**config.mk**
```make
export PLATFORM = sky130hd
export DESIGN_NAME = riscv_multicycle
export DESIGN_NICKNAME = d
export VERILOG_FILES = /design/src/rtl/riscv_pkg.sv /design/src/rtl/riscv_mc_regfile.sv /design/src/rtl/riscv_multicycle.sv
export SDC_FILE = /design/constraint.sdc
export NUM_CORES = 2
export LEC_CHECK = 0
export BUFFER_PORTS_ARGS = -buffer_cell sky130_fd_sc_hd__buf_4
export CORE_UTILIZATION = 30
export CTS_CLUSTER_SIZE = 12
export DETAILED_ROUTE_END_ITERATION = 6
export PLACE_DENSITY = 0.55
export SLEW_MARGIN = 20
export SYNTH_ARGS = -nofsm -noshare
export SYNTH_HDL_FRONTEND = slang
export SYNTH_SLANG_ARGS = --single-unit
```
**constraint.sdc**
```tcl
create_clock -name clk -period 4.2 [get_ports clk]
set_clock_uncertainty 0.15 [all_clocks]
set_input_delay 0.84 -clock clk [delete_from_list [all_inputs] [get_ports clk]]
set_output_delay 0.84 -clock clk [all_outputs]
set_load 0.05 [all_outputs]
```
**src/rtl/riscv_pkg.sv**
```systemverilog
// riscv_pkg: shared opcodes, FSM state encoding, ALU op encoding and
// immediate formats for the multi-cycle RV32I-subset core.
package riscv_pkg;

  localparam logic [6:0] OP_R   = 7'b0110011;
  localparam logic [6:0] OP_I   = 7'b0010011;
  localparam logic [6:0] OP_LW  = 7'b0000011;
  localparam logic [6:0] OP_SW  = 7'b0100011;
  localparam logic [6:0] OP_BEQ = 7'b1100011;
  localparam logic [6:0] OP_JAL = 7'b1101111;

  typedef enum logic [3:0] {
    FETCH, DECODE, MEMADR, MEMRD, MEMWB, MEMWR,
    EXE_R, EXE_I, ALUWB, BEQ, JAL, TRAP
  } state_t;

  typedef enum logic [2:0] {ALU_ADD, ALU_SUB, ALU_AND, ALU_OR, ALU_XOR} alu_op_t;

  typedef enum logic [1:0] {IMM_I, IMM_S, IMM_B, IMM_J} imm_t;

  // Sign-extended immediate; takes IR[31:7] since the opcode bits never
  // contribute to any immediate.
  function automatic logic [31:0] imm_gen(input logic [31:7] instr, input imm_t sel);
    logic [31:0] v;
    case (sel)
      IMM_I:   v = {{20{instr[31]}}, instr[31:20]};
      IMM_S:   v = {{20{instr[31]}}, instr[31:25], instr[11:7]};
      IMM_B:   v = {{19{instr[31]}}, instr[31], instr[7], instr[30:25], instr[11:8], 1'b0};
      default: v = {{11{instr[31]}}, instr[31], instr[19:12], instr[20], instr[30:21], 1'b0};
    endcase
    return v;
  endfunction

  // 32-bit wrap-around ALU.
  function automatic logic [31:0] alu(input logic [31:0] x, input logic [31:0] y,
                                      input alu_op_t op);
    logic [31:0] r;
    case (op)
      ALU_SUB: r = x - y;
      ALU_AND: r = x & y;
      ALU_OR:  r = x | y;
      ALU_XOR: r = x ^ y;
      default: r = x + y;
    endcase
    return r;
  endfunction

endpackage

```
**src/rtl/riscv_mc_regfile.sv**
```systemverilog
// riscv_mc_regfile: NREGS x 32 register file, two combinational read ports,
// one synchronous write port, cleared by synchronous reset, x0 reads zero.
module riscv_mc_regfile
#(
  parameter int NREGS = 32
) (
  input  logic        clk,
  input  logic        reset,
  input  logic [4:0]  raddr1,
  input  logic [4:0]  raddr2,
  output logic [31:0] rdata1,
  output logic [31:0] rdata2,
  input  logic        we,
  input  logic [4:0]  waddr,
  input  logic [31:0] wdata
);

  localparam int AW = $clog2(NREGS);

  logic [31:0] regs [NREGS];

  assign rdata1 = (raddr1 == 5'd0) ? 32'd0 : regs[raddr1[AW-1:0]];
  assign rdata2 = (raddr2 == 5'd0) ? 32'd0 : regs[raddr2[AW-1:0]];

  // Clear everything on reset; writes aimed at x0 are dropped.
  always_ff @(posedge clk) begin
    if (reset) begin
      for (int i = 0; i < NREGS; i++) regs[i] <= '0;
    end else if (we && (waddr != 5'd0)) begin
      regs[waddr[AW-1:0]] <= wdata;
    end
  end

endmodule

```
**src/rtl/riscv_multicycle.sv**
```systemverilog
// riscv_multicycle: multi-cycle RV32I-subset core (add/sub/and/or/xor,
// addi/andi/ori, lw, sw, beq, jal) on one shared memory port with a ready
// handshake. Illegal instructions park the core in TRAP until reset.
module riscv_multicycle
  import riscv_pkg::*;
#(
  parameter logic [31:0] RESET_PC = 32'h0,
  parameter int          NREGS    = 32
) (
  input  logic        clk,
  input  logic        reset,
  output logic        mem_req,
  output logic        mem_we,
  output logic [31:0] mem_addr,
  output logic [31:0] mem_wdata,
  input  logic [31:0] mem_rdata,
  input  logic        mem_ready,
  output logic [31:0] pc,
  output logic        retire,
  output logic        halt,
  output logic [3:0]  dbg_state
);

  // The two low bits are dropped so a misconfigured RESET_PC still fetches
  // from an aligned word.
  localparam logic [31:0] RESET_PC_W = {RESET_PC[31:2], 2'b00};

  state_t      state, state_next;
  logic [31:0] ir, a, b, imm, alu_out, mdr;
  logic [31:0] rf_rd1, rf_rd2, rf_wdata;
  logic        rf_we;

  logic [6:0] opcode, funct7;
  logic [4:0] rd, rs1, rs2;
  logic [2:0] funct3;
  assign opcode = ir[6:0];
  assign rd     = ir[11:7];
  assign funct3 = ir[14:12];
  assign rs1    = ir[19:15];
  assign rs2    = ir[24:20];
  assign funct7 = ir[31:25];

  logic    illegal, use_rs1, use_rs2, use_rd;
  imm_t    imm_sel;
  alu_op_t alu_op;

  // Decode the IR: legality, immediate format and ALU operation.
  always_comb begin
    illegal = 1'b0;
    imm_sel = IMM_I;
    use_rs1 = 1'b0;
    use_rs2 = 1'b0;
    use_rd  = 1'b0;
    case (opcode)
      OP_R: begin
        use_rs1 = 1'b1; use_rs2 = 1'b1; use_rd = 1'b1;
        illegal = !(funct3 inside {3'b000, 3'b100, 3'b110, 3'b111}) ||
                  !((funct7 == 7'b0000000) || ((funct7 == 7'b0100000) && (funct3 == 3'b000)));
      end
      OP_I: begin
        use_rs1 = 1'b1; use_rd = 1'b1;
        illegal = !(funct3 inside {3'b000, 3'b110, 3'b111});
      end
      OP_LW: begin
        use_rs1 = 1'b1; use_rd = 1'b1;
        illegal = (funct3 != 3'b010);
      end
      OP_SW: begin
        use_rs1 = 1'b1; use_rs2 = 1'b1; imm_sel = IMM_S;
        illegal = (funct3 != 3'b010);
      end
      OP_BEQ: begin
        use_rs1 = 1'b1; use_rs2 = 1'b1; imm_sel = IMM_B;
        illegal = (funct3 != 3'b000);
      end
      OP_JAL: begin
        use_rd = 1'b1; imm_sel = IMM_J;
      end
      default: illegal = 1'b1;
    endcase
    // RV32E-style build: register fields that the format uses must be < 16.
    if (NREGS == 16)
      illegal = illegal || (use_rs1 && rs1[4]) || (use_rs2 && rs2[4]) || (use_rd && rd[4]);
    case (funct3)
      3'b111:  alu_op = ALU_AND;
      3'b110:  alu_op = ALU_OR;
      3'b100:  alu_op = ALU_XOR;
      default: alu_op = (funct7[5] && opcode[5]) ? ALU_SUB : ALU_ADD;
    endcase
  end

  riscv_mc_regfile #(.NREGS(NREGS)) u_rf (
    .clk    (clk),
    .reset  (reset),
    .raddr1 (rs1),
    .raddr2 (rs2),
    .rdata1 (rf_rd1),
    .rdata2 (rf_rd2),
    .we     (rf_we),
    .waddr  (rd),
    .wdata  (rf_wdata)
  );

  // State register.
  always_ff @(posedge clk) begin
    if (reset) state <= FETCH;
    else       state <= state_next;
  end

  // Next state and state-decoded outputs. Memory handshake: mem_req, mem_we,
  // mem_addr and mem_wdata depend only on state and hold until the edge where
  // mem_req && mem_ready, which completes the transaction; mem_ready with no
  // request is ignored. Reset masks every strobe in the same cycle.
  always_comb begin
    state_next = state;
    mem_req    = 1'b0;
    mem_we     = 1'b0;
    mem_addr   = alu_out;
    retire     = 1'b0;
    rf_we      = 1'b0;
    rf_wdata   = alu_out;
    case (state)
      FETCH: begin
        mem_req  = 1'b1;
        mem_addr = pc;
        if (mem_ready) state_next = DECODE;
      end
      DECODE: begin
        if (illegal) state_next = TRAP;
        else begin
          case (opcode)
            OP_R:          state_next = EXE_R;
            OP_I:          state_next = EXE_I;
            OP_LW, OP_SW:  state_next = MEMADR;
            OP_BEQ:        state_next = BEQ;
            OP_JAL:        state_next = JAL;
            default:       state_next = TRAP;
          endcase
        end
      end
      MEMADR: state_next = (opcode == OP_SW) ? MEMWR : MEMRD;
      MEMRD: begin
        mem_req = 1'b1;
        if (mem_ready) state_next = MEMWB;
      end
      MEMWB: begin
        rf_we      = 1'b1;
        rf_wdata   = mdr;
        retire     = 1'b1;
        state_next = FETCH;
      end
      MEMWR: begin
        mem_req = 1'b1;
        mem_we  = 1'b1;
        if (mem_ready) begin
          retire     = 1'b1;
          state_next = FETCH;
        end
      end
      EXE_R, EXE_I: state_next = ALUWB;
      ALUWB: begin
        // jal already wrote its link register on the JAL edge.
        rf_we      = (opcode != OP_JAL);
        retire     = 1'b1;
        state_next = FETCH;
      end
      BEQ: begin
        retire     = 1'b1;
        state_next = FETCH;
      end
      JAL: begin
        rf_we      = 1'b1;
        rf_wdata   = pc + 32'd4;
        state_next = ALUWB;
      end
      TRAP:    state_next = TRAP;
      default: state_next = FETCH;
    endcase
    if (reset) begin
      mem_req = 1'b0;
      mem_we  = 1'b0;
      retire  = 1'b0;
      rf_we   = 1'b0;
    end
  end

  assign mem_wdata = b;
  assign halt      = (state == TRAP) && !reset;
  assign dbg_state = state;

  // Datapath registers: IR, operand latches, ALU result, memory data and pc.
  always_ff @(posedge clk) begin
    if (reset) begin
      pc      <= RESET_PC_W;
      ir      <= '0;
      a       <= '0;
      b       <= '0;
      imm     <= '0;
      alu_out <= '0;
      mdr     <= '0;
    end else begin
      case (state)
        FETCH:  if (mem_ready) ir <= mem_rdata;
        DECODE: begin
          a   <= rf_rd1;
          b   <= rf_rd2;
          imm <= imm_gen(ir[31:7], imm_sel);
        end
        MEMADR: alu_out <= (a + imm) & ~32'd3;
        MEMRD:  if (mem_ready) mdr <= mem_rdata;
        MEMWB:  pc <= pc + 32'd4;
        MEMWR:  if (mem_ready) pc <= pc + 32'd4;
        EXE_R:  alu_out <= alu(a, b, alu_op);
        EXE_I:  alu_out <= alu(a, imm, alu_op);
        ALUWB:  if (opcode != OP_JAL) pc <= pc + 32'd4;
        BEQ:    pc <= (a == b) ? pc + imm : pc + 32'd4;
        JAL:    pc <= pc + imm;
        default: ;
      endcase
    end
  end

endmodule

```
### After elaboration in Yosys (flattened, before gate mapping)

Memories as Yosys holds them, arrays and structs flattened. A register that Yosys moved wholly into a read port is not among the register bits.
Cells that the tools add are included.

* bits in registers: 217
* memory bits (writable): 1024
* bits of input ports: 35
* output and inout bits: 104
* word-level logic and storage cells: 131
* memories kept: 1

Memory list
* u_rf.regs: depth 32, width 32, read ports 2, clocked after memory_dff 2, write ports 32, RTL line riscv_mc_regfile.sv:20 `logic [31:0] regs [NREGS];`

* add/sub/neg operators: 6
* equal/unequal tests: 34
* muxes and demuxes: 44
* bitwise logic cells: 6
* reductions and logical operators: 32

Operator list (count)
* 32-bit case mux with 4 select lines: 2
* 32-bit two-way mux: 7
* 32-bit case mux with 5 select lines: 1
* 32-bit adder: 3
* 32-bit case mux with 3 select lines: 1
* 32-bit bitwise AND: 2
* 32-bit bitwise OR: 2
* 32-bit case mux with 2 select lines: 1
* 32-bit subtractor: 2
* 32-bit bitwise XOR: 2
* 20-bit case mux with 3 select lines: 1
* 32-bit by 3-bit adder with 32-bit output, second input constant: 1
* 32-bit == test: 1
* 32-bit OR reduction: 1
* 4-bit case mux with 7 select lines: 1
* 5-bit two-way mux: 5
* 7-bit by 6-bit == test with 1-bit output, second input constant: 3
* 4-bit case mux with 5 select lines: 1
* 4-bit by 3-bit == test with 1-bit output, second input constant: 4
* 4-bit == test, second input constant: 4
* 4-bit two-way mux: 4
* 7-bit == test, second input constant: 2
* 1-bit two-way mux: 14
* 3-bit == test, second input constant: 4
* other kinds (31): 53

### Logic depth before layout (Yosys ltp)

* depth after elaboration: 10
* depth in mapped cells: 15
* mapped depth without buffers: 15

### Modules after synthesis

From an unflattened synthesis, not the netlist that was laid out.

* cells, all modules: 6602
* area total of the unflattened synthesis: 75642.5 sq um

Modules (own cells, without submodules)
* riscv_mc_regfile: instances 1, cells each 3502, area an instance 54232.0 sq um, seq. area each 30749.5 sq um
* riscv_multicycle: instances 1, cells each 3100, area an instance 21410.5 sq um, seq. area each 4344.2 sq um

### Worst setup path before layout

No wires, ideal clock.

* kind: register -> register
* start: reg b[4], in the netlist mem_wdata[4]
* end: reg alu_out[28]
* library setup time: 0.127 ns
* data arrival time: 3.542 ns
* required time: 3.923 ns
* slack: 0.381 ns
* cell stages (with the launch flop): 15
* path buffers: 1
* period minus slack after synthesis: 3.819 ns
* path through: dfxtp_1 inv_1 ha_1 buf_2 a21o_1 a221o_1 a311oi_1 o31ai_2 a31oi_1 o41ai_1 o41ai_2 xnor2_1 o21ai_1 a32oi_1 or3b_1

* longest elaborated chain between the ends: 3
* elaborated cells on any way between the ends: 4
* classes of those cells: add/sub (2); mux (2)

Ends and longest elaborated chain
* start: declaration: RTL line riscv_multicycle.sv:29 `logic [31:0] ir, a, b, imm, alu_out, mdr;`
* start signal: assignment: RTL line riscv_multicycle.sv:206 `b <= rf_rd2;`
* 32-bit adder or 32-bit subtractor (tied branches): RTL line riscv_pkg.sv:43, riscv_pkg.sv:39
* 32-bit case mux with 4 select lines *: RTL line riscv_pkg.sv:38 `case (op)`
* 32-bit case mux with 3 select lines *: RTL line riscv_multicycle.sv:202 `case (state)`
* end signal: assignment: RTL line riscv_multicycle.sv:209 `MEMADR: alu_out <= (a + imm) & ~32'd3;`
* end signal: assignment: RTL line riscv_multicycle.sv:213 `EXE_R: alu_out <= alu(a, b, alu_op);`
* end signal: assignment: RTL line riscv_multicycle.sv:214 `EXE_I: alu_out <= alu(a, imm, alu_op);`
* end: declaration: RTL line riscv_multicycle.sv:29

Every way passes the cells marked *; elsewhere a longest branch is shown, timed or not.
A chain may end at the register's enable or synchronous reset.

### Worst setup path after layout

* start: reg imm[0]
* end: reg pc[31]

* longest elaborated chain between the ends: 3

Ends and longest elaborated chain
* start: declaration: RTL line riscv_multicycle.sv:29
* start signal: assignment: RTL line riscv_multicycle.sv:207 `imm <= imm_gen(ir[31:7], imm_sel);`
* 32-bit adder *: RTL line riscv_multicycle.sv:216, riscv_multicycle.sv:217
* 32-bit two-way mux: RTL line riscv_multicycle.sv:216 `BEQ: pc <= (a == b) ? pc + imm : pc + 32'd4;`
* 32-bit case mux with 5 select lines *: RTL line riscv_multicycle.sv:202
* end signal: assignment: RTL line riscv_multicycle.sv:215 `ALUWB: if (opcode != OP_JAL) pc <= pc + 32'd4;`
* end signal: assignment: RTL line riscv_multicycle.sv:216
* end signal: assignment: RTL line riscv_multicycle.sv:217 `JAL: pc <= pc + imm;`
* end: declaration: RTL line riscv_multicycle.sv:18 `output logic [31:0] pc,`

Marked as above.

==> flow_summary.ini <==
[run_status]
status = complete, no violations

[cts]
post-cts-setup-buffers = 0
path_clk_slew_ns = 0.07
cts_htree_levels = 4
clk_path_buf_depth = 3
numCtsBuffers = 141
cts_root_buf = clkbuf_16
clkLatencyLatePin_ns = 0.79
tritoncts = done
clock-sinks = 1251

[pwr]
powerDensity_mw_per_mm2 = 575
pwr-share-clk_pct = 24.7
seqPwrFrac_pct = 31.8
swShare_pct = 40.7
p_int_w = 0.0290
power_frac_comb_pct = 43.5
p_switching_w = 0.0199
peakVddDrop_mv = 0.493
leakagePower_nw = 28.2

[synthesis]
synth_edf_count = 1024
ys_seq_area_share_pct = 48.6
synthArstFlopShare_pct = 0
ys.warnings.count = 0
synth.ff_latch_count = 1251
synthCells = 6230
synth-main-ff-cell = edfxtp_1
yosysUniqueCellTypes = 90
syn_area_mm2 = 0.0727
syn_area_per_cell_um2 = 11.7

[critical_path]
crit_path_max_incr_delay_ns = 0.64
cpMostUsedCell = a21o_1
crit_slowest_cell = or4b_2
startpoint_type = register
r2r-start = imm[0]$_SDFFE_PP0P_
crit_buf_inv = 1
rr_worst_depth = 13
path_class = register to register
crit_chain = buf_4 > ha_1 > a21o_1 > a21o_1 > a31oi_1 > nor3_1 > a311o_1 > a221o_1 > o41ai_1 > o31ai_1 > a21oi_1 > or4b_2 > and4_1
path_delay_family = compound AO/OA/AOI/OAI gates
cp-end-kind = register
cp_max_fo = 3
cp_data_required_time_ns = 4.70
rr_endpoint = pc[31]$_SDFFE_PP0P_
critPathArrivalTime_ns = 4.58
r2r_slack_ns = 0.13

[floorplanning]
num_io_pins = 139
die_x_um = 494
rows = 180
start_util_pct = 30.2
die_area_mm2 = 0.244
die_h_um = 494
core-area_mm2 = 0.241

[drt]
post_drt_wl_per_cell_um = 28.8
drc = 0
routed_wl_um = 278000
drt_iter0_markers = 7082
drt-vias-per-instance = 5.72
ant_nets = 0
drtPass1Iterations = 5
num_vias = 55300

[grt]
grt_pass1_wl_um = 396000
grt_most_used_layer = met2
gr-total-overflow = 0
grtUsageMet3_pct = 4.60
grt_util_all_layers_pct = 22.4
use_met1_pct = 30.0
grt_pass1_vias = 54400
antenna_found_initial = 8
grt_max_degree = 81
grt.met2_usage_pct = 35.9

[cells_and_area]
final_nets = 6630
fillCellCount = 23500
layout_common_cells = 1,366 x nor2_1, 1,024 x edfxtp_1, 640 x mux4_2, 430 x buf_4, 393 x nand2_1
area_delta_synth_final_pct = 16.9
layout_commonest_cell = nor2_1
drive_gt1_share_pct = 23.8
fin_util_pct = 35.3

[timing]
fin_crit_ns = 4.07
rsz0062_at_grt = no
tightest_slew_ns = 1.03
fin_crit_sh_pct = 97.0
relSlewSlack_pct = 31.1
timing.hold.ws_ns = 0.174
clock.fmax_mhz = 246
finalSetupViolations = 0
hold_violations = 0
drv_slew = 0

[min_path]
worstHoldPathCells = 3
hold_start = mem_rdata[3]
min_to = ir[3]$_SDFFE_PP0P_
hold_class = input pin to register

[run]
max-cap-violations = 0

[place]
dp_hpwl_um = 185000
io_buffers = 138
place_congestion = 0.972
power by group through the flow:
stage               Sequential [W]  Clock, W  Combinational, W
CTS                         0.0155    0.0122            0.0209
floorplan                   0.0155         0            0.0129
global placement            0.0157         0            0.0208
global route                0.0156    0.0127            0.0225
finish                      0.0155    0.0121            0.0213
detailed placement          0.0157         0            0.0208
worst register-to-register path, delay by kind of cell, from the launching register on:
family                   cells  cell delay [ns]
AO/OA/AOI/OAI                8             1.66
AND/OR/NAND/NOR              3             1.42
buffers and inverters        1             0.16
adder cells (fa/ha/maj)      1             0.16
flip-flops                   1             0.40
area by class of cell:
class	count	area, µm²	share of cell area (%)
Multi-Input combinational cell	4290	35500	41.8
Sequential cell	1251	35300	41.6
Timing Repair Buffer	524	5110	6.02
Tap cell	3185	3990	4.69
Clock buffer	185	3790	4.46
Clock inverter	64	601	0.707
Inverter	160	601	0.707
Antenna cell	4	10.0	0.0118
stage by stage:
step / cells / total power (W) / TNS [ns] / area [µm²] / setup WS [ns]
finish: 9663 / 0.0488 / 0 / 84900 / 0.128
global route: 9660 / 0.0507 / 0 / 84900 / 0.00389
CTS: 9658 / 0.0486 / 0 / 84800 / 0.0784
detailed placement: 9409 / 0.0365 / -0.0720 / 80500 / -0.0720
global placement: 9409 / 0.0365 / -0.0120 / 80400 / -0.0120
floorplan: 6261 / 0.0284 / 0 / 72800 / 0.381
routing by layer:
layer	vias to the layer above	share of wire (%)	routed length, µm
met2	3050	46	129000
li1	23400	-	-
met5	-	0.014	40
met4	6	3.8	10500
met1	28200	40	112000
met3	538	9.7	27100
logic make-up after synthesis:
logic type | share of synthesized area (%)
AOI/OAI and AO/OA | 9.04
buffers and inverters | 3.83
and+or+nand+nor | 11.7
xor gates and xnor gates | 1.45
adders and majority gates | 3.96
DFF | 48.6
other | 0.00516
muxes | 21.4
Yosys cell counts (all sizes together), types with 16 or more instances:
master | n | area, µm²
a21oi | 369 | 1850
a31oi | 34 | 213
a21o | 46 | 345
o31ai | 29 | 223
mux2i | 77 | 771
a221oi | 42 | 368
or3 | 17 | 111
nand3 | 40 | 200
nand2b | 27 | 169
xor2 | 27 | 236
o211ai | 23 | 173
dfxtp | 227 | 4540
clkbuf | 466 | 1750
nor2 | 1370 | 5140
o22ai | 18 | 113
and3 | 16 | 100
o21ai | 262 | 1320
nor4 | 24 | 150
nor2b | 23 | 144
edfxtp | 1024 | 30700
nand2 | 455 | 1710
mux2 | 33 | 372
nor3 | 66 | 335
mux4 | 640 | 14400
inv | 159 | 597
nand4 | 18 | 113
buf | 94 | 437
a22oi | 22 | 165
a211oi | 52 | 390
xnor2 | 93 | 815
ha | 222 | 2780
o21bai | 29 | 218
registers in the layout, summed over array words and instances (netlist names), named ones only:
register,flops
mem_wdata,32
ir,32
a,32
pc,32
imm,21
alu_out,32
mdr,32
dbg_state,4
u_rf.regs,1024
worst max path at each step:
stage,depth (start not counted),end,start
after floorplan,14,alu_out[28]$_SDFFE_PP0P_,mem_wdata[4]$_SDFFE_PP0P_
after CTS,14,alu_out[28]$_SDFFE_PP0P_,mem_wdata[0]$_SDFFE_PP0P_
final,13,pc[31]$_SDFFE_PP0P_,imm[0]$_SDFFE_PP0P_
after global routing,16,alu_out[28]$_SDFFE_PP0P_,a[0]$_SDFFE_PP0P_
after detailed placement,14,alu_out[28]$_SDFFE_PP0P_,a[1]$_SDFFE_PP0P_
after global placement,14,alu_out[28]$_SDFFE_PP0P_,a[1]$_SDFFE_PP0P_
timing repair:
item / 4_1_cts / 5_1_grt
pin swaps: 0 / 2
setup endpoints to repair: 1 / 7
gates resized for setup: 1 / 16
hold buffers: 0 / 0
No activity file was read; power rests on OpenSTA's default activity.
